**config.mk**
```make
export PLATFORM = sky130hd
export DESIGN_NAME = three_parallel_sequencer
export DESIGN_NICKNAME = d
export VERILOG_FILES = /design/src/rtl/three_parallel_sequencer.sv
export SDC_FILE = /design/constraint.sdc
export NUM_CORES = 1
export LEC_CHECK = 0
export ABC_AREA = 1
export CORE_MARGIN = 10
export CORE_UTILIZATION = 40
export DETAILED_ROUTE_END_ITERATION = 8
export SYNTH_ARGS = -nofsm -noshare
export SYNTH_HDL_FRONTEND = slang
export SYNTH_SLANG_ARGS = --single-unit
```
**constraint.sdc**
```tcl
create_clock -name clk -period 12.85 [get_ports clk]
set_clock_uncertainty 0.1 [all_clocks]
set_input_delay 3.2125 -clock clk [delete_from_list [all_inputs] [get_ports clk]]
set_output_delay 3.2125 -clock clk [all_outputs]
set_load 0.02 [all_outputs]
```
**src/rtl/three_parallel_sequencer.sv**
```systemverilog
// Packs serial samples into 3-sample blocks for the 3-parallel FIR, strobes filt_ce once per block,
// and re-serializes the filter results through a credit-guarded output FIFO (padding never emitted).
module three_parallel_sequencer #(
    parameter int DW_IN     = 16,
    parameter int DW_OUT    = 64,
    parameter int LAT_P     = 1,
    parameter int OUT_DEPTH = 2
) (
    input  logic              clk,
    input  logic              rst,
    input  logic [DW_IN-1:0]  s_data,
    input  logic              s_valid,
    output logic              s_ready,
    input  logic              flush,
    output logic [DW_IN-1:0]  din1,
    output logic [DW_IN-1:0]  din2,
    output logic [DW_IN-1:0]  din3,
    output logic              filt_ce,
    input  logic [DW_OUT-1:0] dout1,
    input  logic [DW_OUT-1:0] dout2,
    input  logic [DW_OUT-1:0] dout3,
    output logic [DW_OUT-1:0] m_data,
    output logic              m_valid,
    input  logic              m_ready,
    output logic              m_last,
    output logic              busy
);
    localparam int PW = (OUT_DEPTH > 1) ? $clog2(OUT_DEPTH) : 1;
    localparam int FW = $clog2(OUT_DEPTH + 1);
    localparam int CW = $clog2(LAT_P + OUT_DEPTH + 2) + 1;

    typedef enum logic {COLLECT, PAD_WAIT} state_t;

    state_t             state, state_n;
    logic               run;
    logic [1:0]         phase, phase_n;
    logic [DW_IN-1:0]   slot0, slot1, slot0_n, slot1_n;
    logic               issue, accept, credit_ok;
    logic [DW_IN-1:0]   b1, b2, b3;
    logic [1:0]         bcnt;
    logic               blast;

    logic [1:0]         ce_cnt;
    logic               ce_last;
    logic [LAT_P-1:0]   trk_vld;
    logic [1:0]         trk_cnt  [LAT_P];
    logic               trk_last [LAT_P];
    logic [CW-1:0]      inflight, used;

    logic [DW_OUT-1:0]  f_d1 [OUT_DEPTH];
    logic [DW_OUT-1:0]  f_d2 [OUT_DEPTH];
    logic [DW_OUT-1:0]  f_d3 [OUT_DEPTH];
    logic [1:0]         f_cnt  [OUT_DEPTH];
    logic               f_last [OUT_DEPTH];
    logic [PW-1:0]      wr_ptr, rd_ptr;
    logic [FW-1:0]      fcnt;
    logic [1:0]         out_idx;
    logic               push, pop;

    // Blocks issued but not yet in the FIFO still hold a credit: the ce register plus the tracker.
    always_comb begin
        inflight = CW'(filt_ce);
        for (int i = 0; i < LAT_P; i++) inflight = inflight + CW'(trk_vld[i]);
    end
    assign used      = inflight + CW'(fcnt);
    assign credit_ok = used < CW'(OUT_DEPTH);

    assign s_ready = run & ~rst & (state == COLLECT) & ~((phase == 2'd2) & ~credit_ok);
    assign accept  = s_valid & s_ready;
    assign busy    = (phase != 2'd0) | (state == PAD_WAIT) | (inflight != '0) | (fcnt != '0);

    always_ff @(posedge clk) begin
        if (rst) state <= COLLECT;
        else     state <= state_n;
    end

    always_comb begin
        state_n = state;
        phase_n = phase;
        slot0_n = slot0;
        slot1_n = slot1;
        issue   = 1'b0;
        b1      = slot0;
        b2      = slot1;
        b3      = '0;
        bcnt    = 2'd3;
        blast   = 1'b0;
        case (state)
            COLLECT: begin
                if (accept) begin
                    case (phase)
                        2'd0:    begin slot0_n = s_data; phase_n = 2'd1; end
                        2'd1:    begin slot1_n = s_data; phase_n = 2'd2; end
                        default: begin issue = 1'b1; b3 = s_data; phase_n = 2'd0; end
                    endcase
                end
                // Flush sees the phase after this cycle's acceptance; a just-completed block makes it a no-op.
                if (flush && phase_n != 2'd0) begin
                    b1    = slot0_n;
                    b2    = (phase_n == 2'd2) ? slot1_n : '0;
                    b3    = '0;
                    bcnt  = phase_n;
                    blast = 1'b1;
                    if (credit_ok) begin
                        issue   = 1'b1;
                        phase_n = 2'd0;
                    end else begin
                        state_n = PAD_WAIT;
                    end
                end
            end
            default: begin
                b2    = (phase == 2'd2) ? slot1 : '0;
                bcnt  = phase;
                blast = 1'b1;
                if (credit_ok) begin
                    issue   = 1'b1;
                    phase_n = 2'd0;
                    state_n = COLLECT;
                end
            end
        endcase
    end

    always_ff @(posedge clk) begin
        if (rst) begin
            run     <= 1'b0;
            phase   <= 2'd0;
            slot0   <= '0;
            slot1   <= '0;
            din1    <= '0;
            din2    <= '0;
            din3    <= '0;
            filt_ce <= 1'b0;
            ce_cnt  <= 2'd0;
            ce_last <= 1'b0;
            trk_vld <= '0;
            for (int i = 0; i < LAT_P; i++) begin
                trk_cnt[i]  <= 2'd0;
                trk_last[i] <= 1'b0;
            end
        end else begin
            run     <= 1'b1;
            phase   <= phase_n;
            slot0   <= slot0_n;
            slot1   <= slot1_n;
            filt_ce <= issue;
            if (issue) begin
                din1    <= b1;
                din2    <= b2;
                din3    <= b3;
                ce_cnt  <= bcnt;
                ce_last <= blast;
            end
            for (int i = LAT_P - 1; i > 0; i--) begin
                trk_vld[i]  <= trk_vld[i-1];
                trk_cnt[i]  <= trk_cnt[i-1];
                trk_last[i] <= trk_last[i-1];
            end
            trk_vld[0]  <= filt_ce;
            trk_cnt[0]  <= ce_cnt;
            trk_last[0] <= ce_last;
        end
    end

    assign push    = trk_vld[LAT_P-1];
    assign m_valid = (fcnt != '0);
    assign pop     = m_valid & m_ready & (out_idx == f_cnt[rd_ptr] - 2'd1);
    assign m_last  = m_valid & f_last[rd_ptr] & (out_idx == f_cnt[rd_ptr] - 2'd1);

    always_comb begin
        m_data = '0;
        if (m_valid) begin
            case (out_idx)
                2'd0:    m_data = f_d1[rd_ptr];
                2'd1:    m_data = f_d2[rd_ptr];
                default: m_data = f_d3[rd_ptr];
            endcase
        end
    end

    always_ff @(posedge clk) begin
        if (push) begin
            f_d1[wr_ptr]   <= dout1;
            f_d2[wr_ptr]   <= dout2;
            f_d3[wr_ptr]   <= dout3;
            f_cnt[wr_ptr]  <= trk_cnt[LAT_P-1];
            f_last[wr_ptr] <= trk_last[LAT_P-1];
        end
    end

    always_ff @(posedge clk) begin
        if (rst) begin
            wr_ptr  <= '0;
            rd_ptr  <= '0;
            fcnt    <= '0;
            out_idx <= 2'd0;
        end else begin
            if (push) wr_ptr <= (wr_ptr == PW'(OUT_DEPTH - 1)) ? '0 : wr_ptr + 1'b1;
            if (pop)  rd_ptr <= (rd_ptr == PW'(OUT_DEPTH - 1)) ? '0 : rd_ptr + 1'b1;
            case ({push, pop})
                2'b10:   fcnt <= fcnt + 1'b1;
                2'b01:   fcnt <= fcnt - 1'b1;
                default: fcnt <= fcnt;
            endcase
            if (pop)                     out_idx <= 2'd0;
            else if (m_valid && m_ready) out_idx <= out_idx + 2'd1;
        end
    end
endmodule

```
==> reports/summary.txt <==
Status -> complete, no violations
CP dominant cell by count -> clkdlybuf4s50_1
Pwr Density -> 137.1 mW/mm2
Cell family with most CP delay -> buffers and inverters
Slew HR -> 20.33%
Clock Latency Late Sink -> 580 ps
CP endpoint kind -> output pin
Die height -> 239.4 um
Max IR drop VDD -> 0.00009724 V
Dpl cells -> 2497
Detail Placement HPWL -> 33.35 mm
Combinational share of power -> 7.1%
Leakage -> 8.896 nW
Most frequent cells in the layout -> edfxtp_1, clkdlybuf4s50_1, nand2_1
Total global-route track usage -> 18.00%
Final setup viols -> 0
Die area -> 0.05731 mm2
Int Power -> 0.002636 W
Fin crit period -> 8622 ps
Sw Ratio -> 21.67%
Worst Hold Class -> register to register
Buf/Inv on CP -> 4
Yosys cell types -> 38
Mapped cell area -> 0.01925 mm2
Req. time, crit path -> 9540 ps
Antenna viol nets, final -> 0
Synth Instances -> 1644
Synth Register Bits -> 489
Share of power burned in registers -> 51.8%
Register area share after synthesis -> 71.12%
Post-layout net count -> 2154
Total number of vias -> 13490
Wirelength, routed -> 53.47 mm
Num CTS Buffers -> 51
Max Root-Sink Buffers -> 3
Hold WS -> 325.5 ps
Largest stage delay on the critical path -> 550 ps
TritonCTS sink count -> 489
Boundary Pins -> 330
CP startpoint kind -> input pin
First-pass GRT wire length -> 79.54 mm
Routability cong. -> 0.8132
DRC violations left -> 0
Layout cells sized above 1 -> 5.282%
Critical Path, Cell by Cell -> clkdlybuf4s50_1 -> buf_4 -> inv_4 -> nand2_2 -> nor2_4 -> and2_1 -> clkdlybuf4s50_1
Syn Nets -> 1863
Max_cap viols -> 0
Routed WL per cell -> 20.63 um
IO buf count -> 329
Average size of a mapped cell -> 11.71 um2
Via/cell ratio -> 5.205
Fin cells -> 2592
TNS Setup -> 0 ps
Commonest non-fill, non-tap cell in the layout -> edfxtp_1
Vias in the first global route -> 13320
Post-CTS sizing -> 0
H-tree depth -> 2
Largest net degree at the start of global routing -> 119
Reg clk slew, reported paths -> 60 ps
Postcts setup bufs -> 0
Initial antenna violation count -> 15
RSZ-0062 raised after global routing -> no
Fin. Hold Viols -> 0
Core outline area -> 0.04765 mm2
Slew @ Worst Pin -> 1191 ps
First drt pass iteration count -> 5
Hold buffers post-CTS -> 0
Slew Limit Fails -> 0
Die width -> 239.4 um
Iteration-0 DRC Markers -> 914
Fmax -> 116.0 MHz
Area growth syn-to-layout -> 27.48%
Critical-path top delay cell -> clkdlybuf4s50_1
Root Driver -> clkbuf_16
Crit path kind -> input pin to output pin
CTS tree -> done
Site row count -> 80
Worst Path Arrival -> 5310 ps
Final period util -> 67.09%
Clk network pwr share -> 41.1%
CP max FO -> 43
P_sw -> 0.0007294 W
GRT Residual Overflow -> 0
Design Power -> 0.003366 W
Ys Warns -> 0
Initial Util -> 40.41%
R2r setup slk -> 8670 ps
worst register-to-register path, stage by stage (launching register included):
cell     delay (ps)
dfxtp_1         370
inv_1           120
ha_1            290
nand2_1          70
inv_1            50
fa_1            550
nor2_4           60
inv_1           100
nand2_1         130
nand3_2         440
nand2_1         180
nand3_2         130
nand3_2         110
nand2_4         140
nand2_4         150
nor2_4          870
nand2_1         150
nand2_1         120
logic make-up after synthesis:
| kind of cell | synth area share [%] |
|---|---|
| and+or+nand+nor | 11.24 |
| DFF | 71.12 |
| AOI/OAI and AO/OA | 12.33 |
| buffers and inverters | 4.744 |
| adders and majority gates | 0.4289 |
| xor gates and xnor gates | 0.09100 |
| muxes | 0.05199 |
sequential cells by signal, indices dropped and copies added, names as in the netlist, 16 cells and up, named ones only:
name   flops
din3      16
slot0     16
f_d3     128
din1      16
f_d1     128
f_d2     128
din2      16
slot1     16
area by class of cell:
type                            instances  area [um2]
Inverter                              119       459.2
Timing Repair Buffer                  340        3376
Clock buffer                           73        1398
Tap cell                              615       769.5
Sequential cell                       489       13700
Antenna cell                            8       20.02
Clock inverter                         14       147.6
Multi-Input combinational cell        934        4677
Fill cell                            4159       23100
routing by layer:
| layer | wire [um] | track usage [%] | vias to the layer above |
|---|---|---|---|
| li1 | - | - | 6418 |
| met1 | 22170 | 22.93 | 6561 |
| met2 | 25320 | 28.97 | 410 |
| met3 | 4864 | 6.160 | 91 |
| met4 | 1034 | 4.341 | 12 |
| met5 | 75 | 0 | - |
worst paths after layout:
path,start,end,depth (start not counted)
max,rst,s_ready,7
min,trk_last[0]$_SDFF_PP0_,f_last[1]$_DFFE_PP_,0
max reg2reg,push$_SDFF_PP0_,din2[4]$_SDFFE_PP0P_,17
min reg2reg,trk_last[0]$_SDFF_PP0_,f_last[1]$_DFFE_PP_,0
cell usage after synthesis:
cell type,count,area (um2)
xor2_1,2,17.52
and2_1,1,6.260
nor2_4,3,33.78
fa_1,1,20.02
nand2_1,294,1104
or2_2,1,6.260
o21ai_0,153,765.7
a22oi_1,112,840.8
dfxtp_1,99,1982
nand2_2,2,12.51
a211oi_1,16,120.1
mux2i_1,1,10.01
a21oi_4,1,16.27
edfxtp_1,390,11710
nand2b_1,1,6.260
nand4_1,3,18.77
nand3_1,30,150.1
inv_2,4,15.01
buf_4,2,15.01
inv_4,1,6.260
a21oi_1,35,175.2
o22ai_1,58,362.9
clkbuf_1,68,255.2
buf_2,16,80.08
o21ai_1,8,40.04
nand3_2,3,30.03
nor2_8,2,40.04
buf_6,7,78.83
inv_1,114,427.9
nor2_1,189,709.4
clkbuf_2,1,5.000
nor2_2,2,12.51
ha_1,5,62.56
o31ai_1,7,52.55
nor4_1,1,6.260
nand2_4,2,22.52
nor3_1,1,5.000
buf_1,8,30.03
power groups by stage:
stage | Combinational (W) | Sequential (W) | Clock, W
detailed placement | 0.000240 | 0.00178 | 0
floorplan | 0.000107 | 0.00178 | 0
global placement | 0.000237 | 0.00178 | 0
finish | 0.000239 | 0.00174 | 0.00138
global route | 0.000260 | 0.00174 | 0.00148
CTS | 0.000242 | 0.00174 | 0.00142
metrics by stage:
| step | area [um2] | setup slack [ps] | util, % |
|---|---|---|---|
| finish | 24540 | 4229 | 51.51 |
| global route | 24530 | 4121 | 51.48 |
| CTS | 24520 | 4231 | 51.47 |
| detailed placement | 22980 | 4238 | 48.23 |
| global placement | 22980 | 4226 | 48.23 |
| floorplan | 19250 | 3480 | - |
Note: power is estimated with default switching activity, not from simulation.
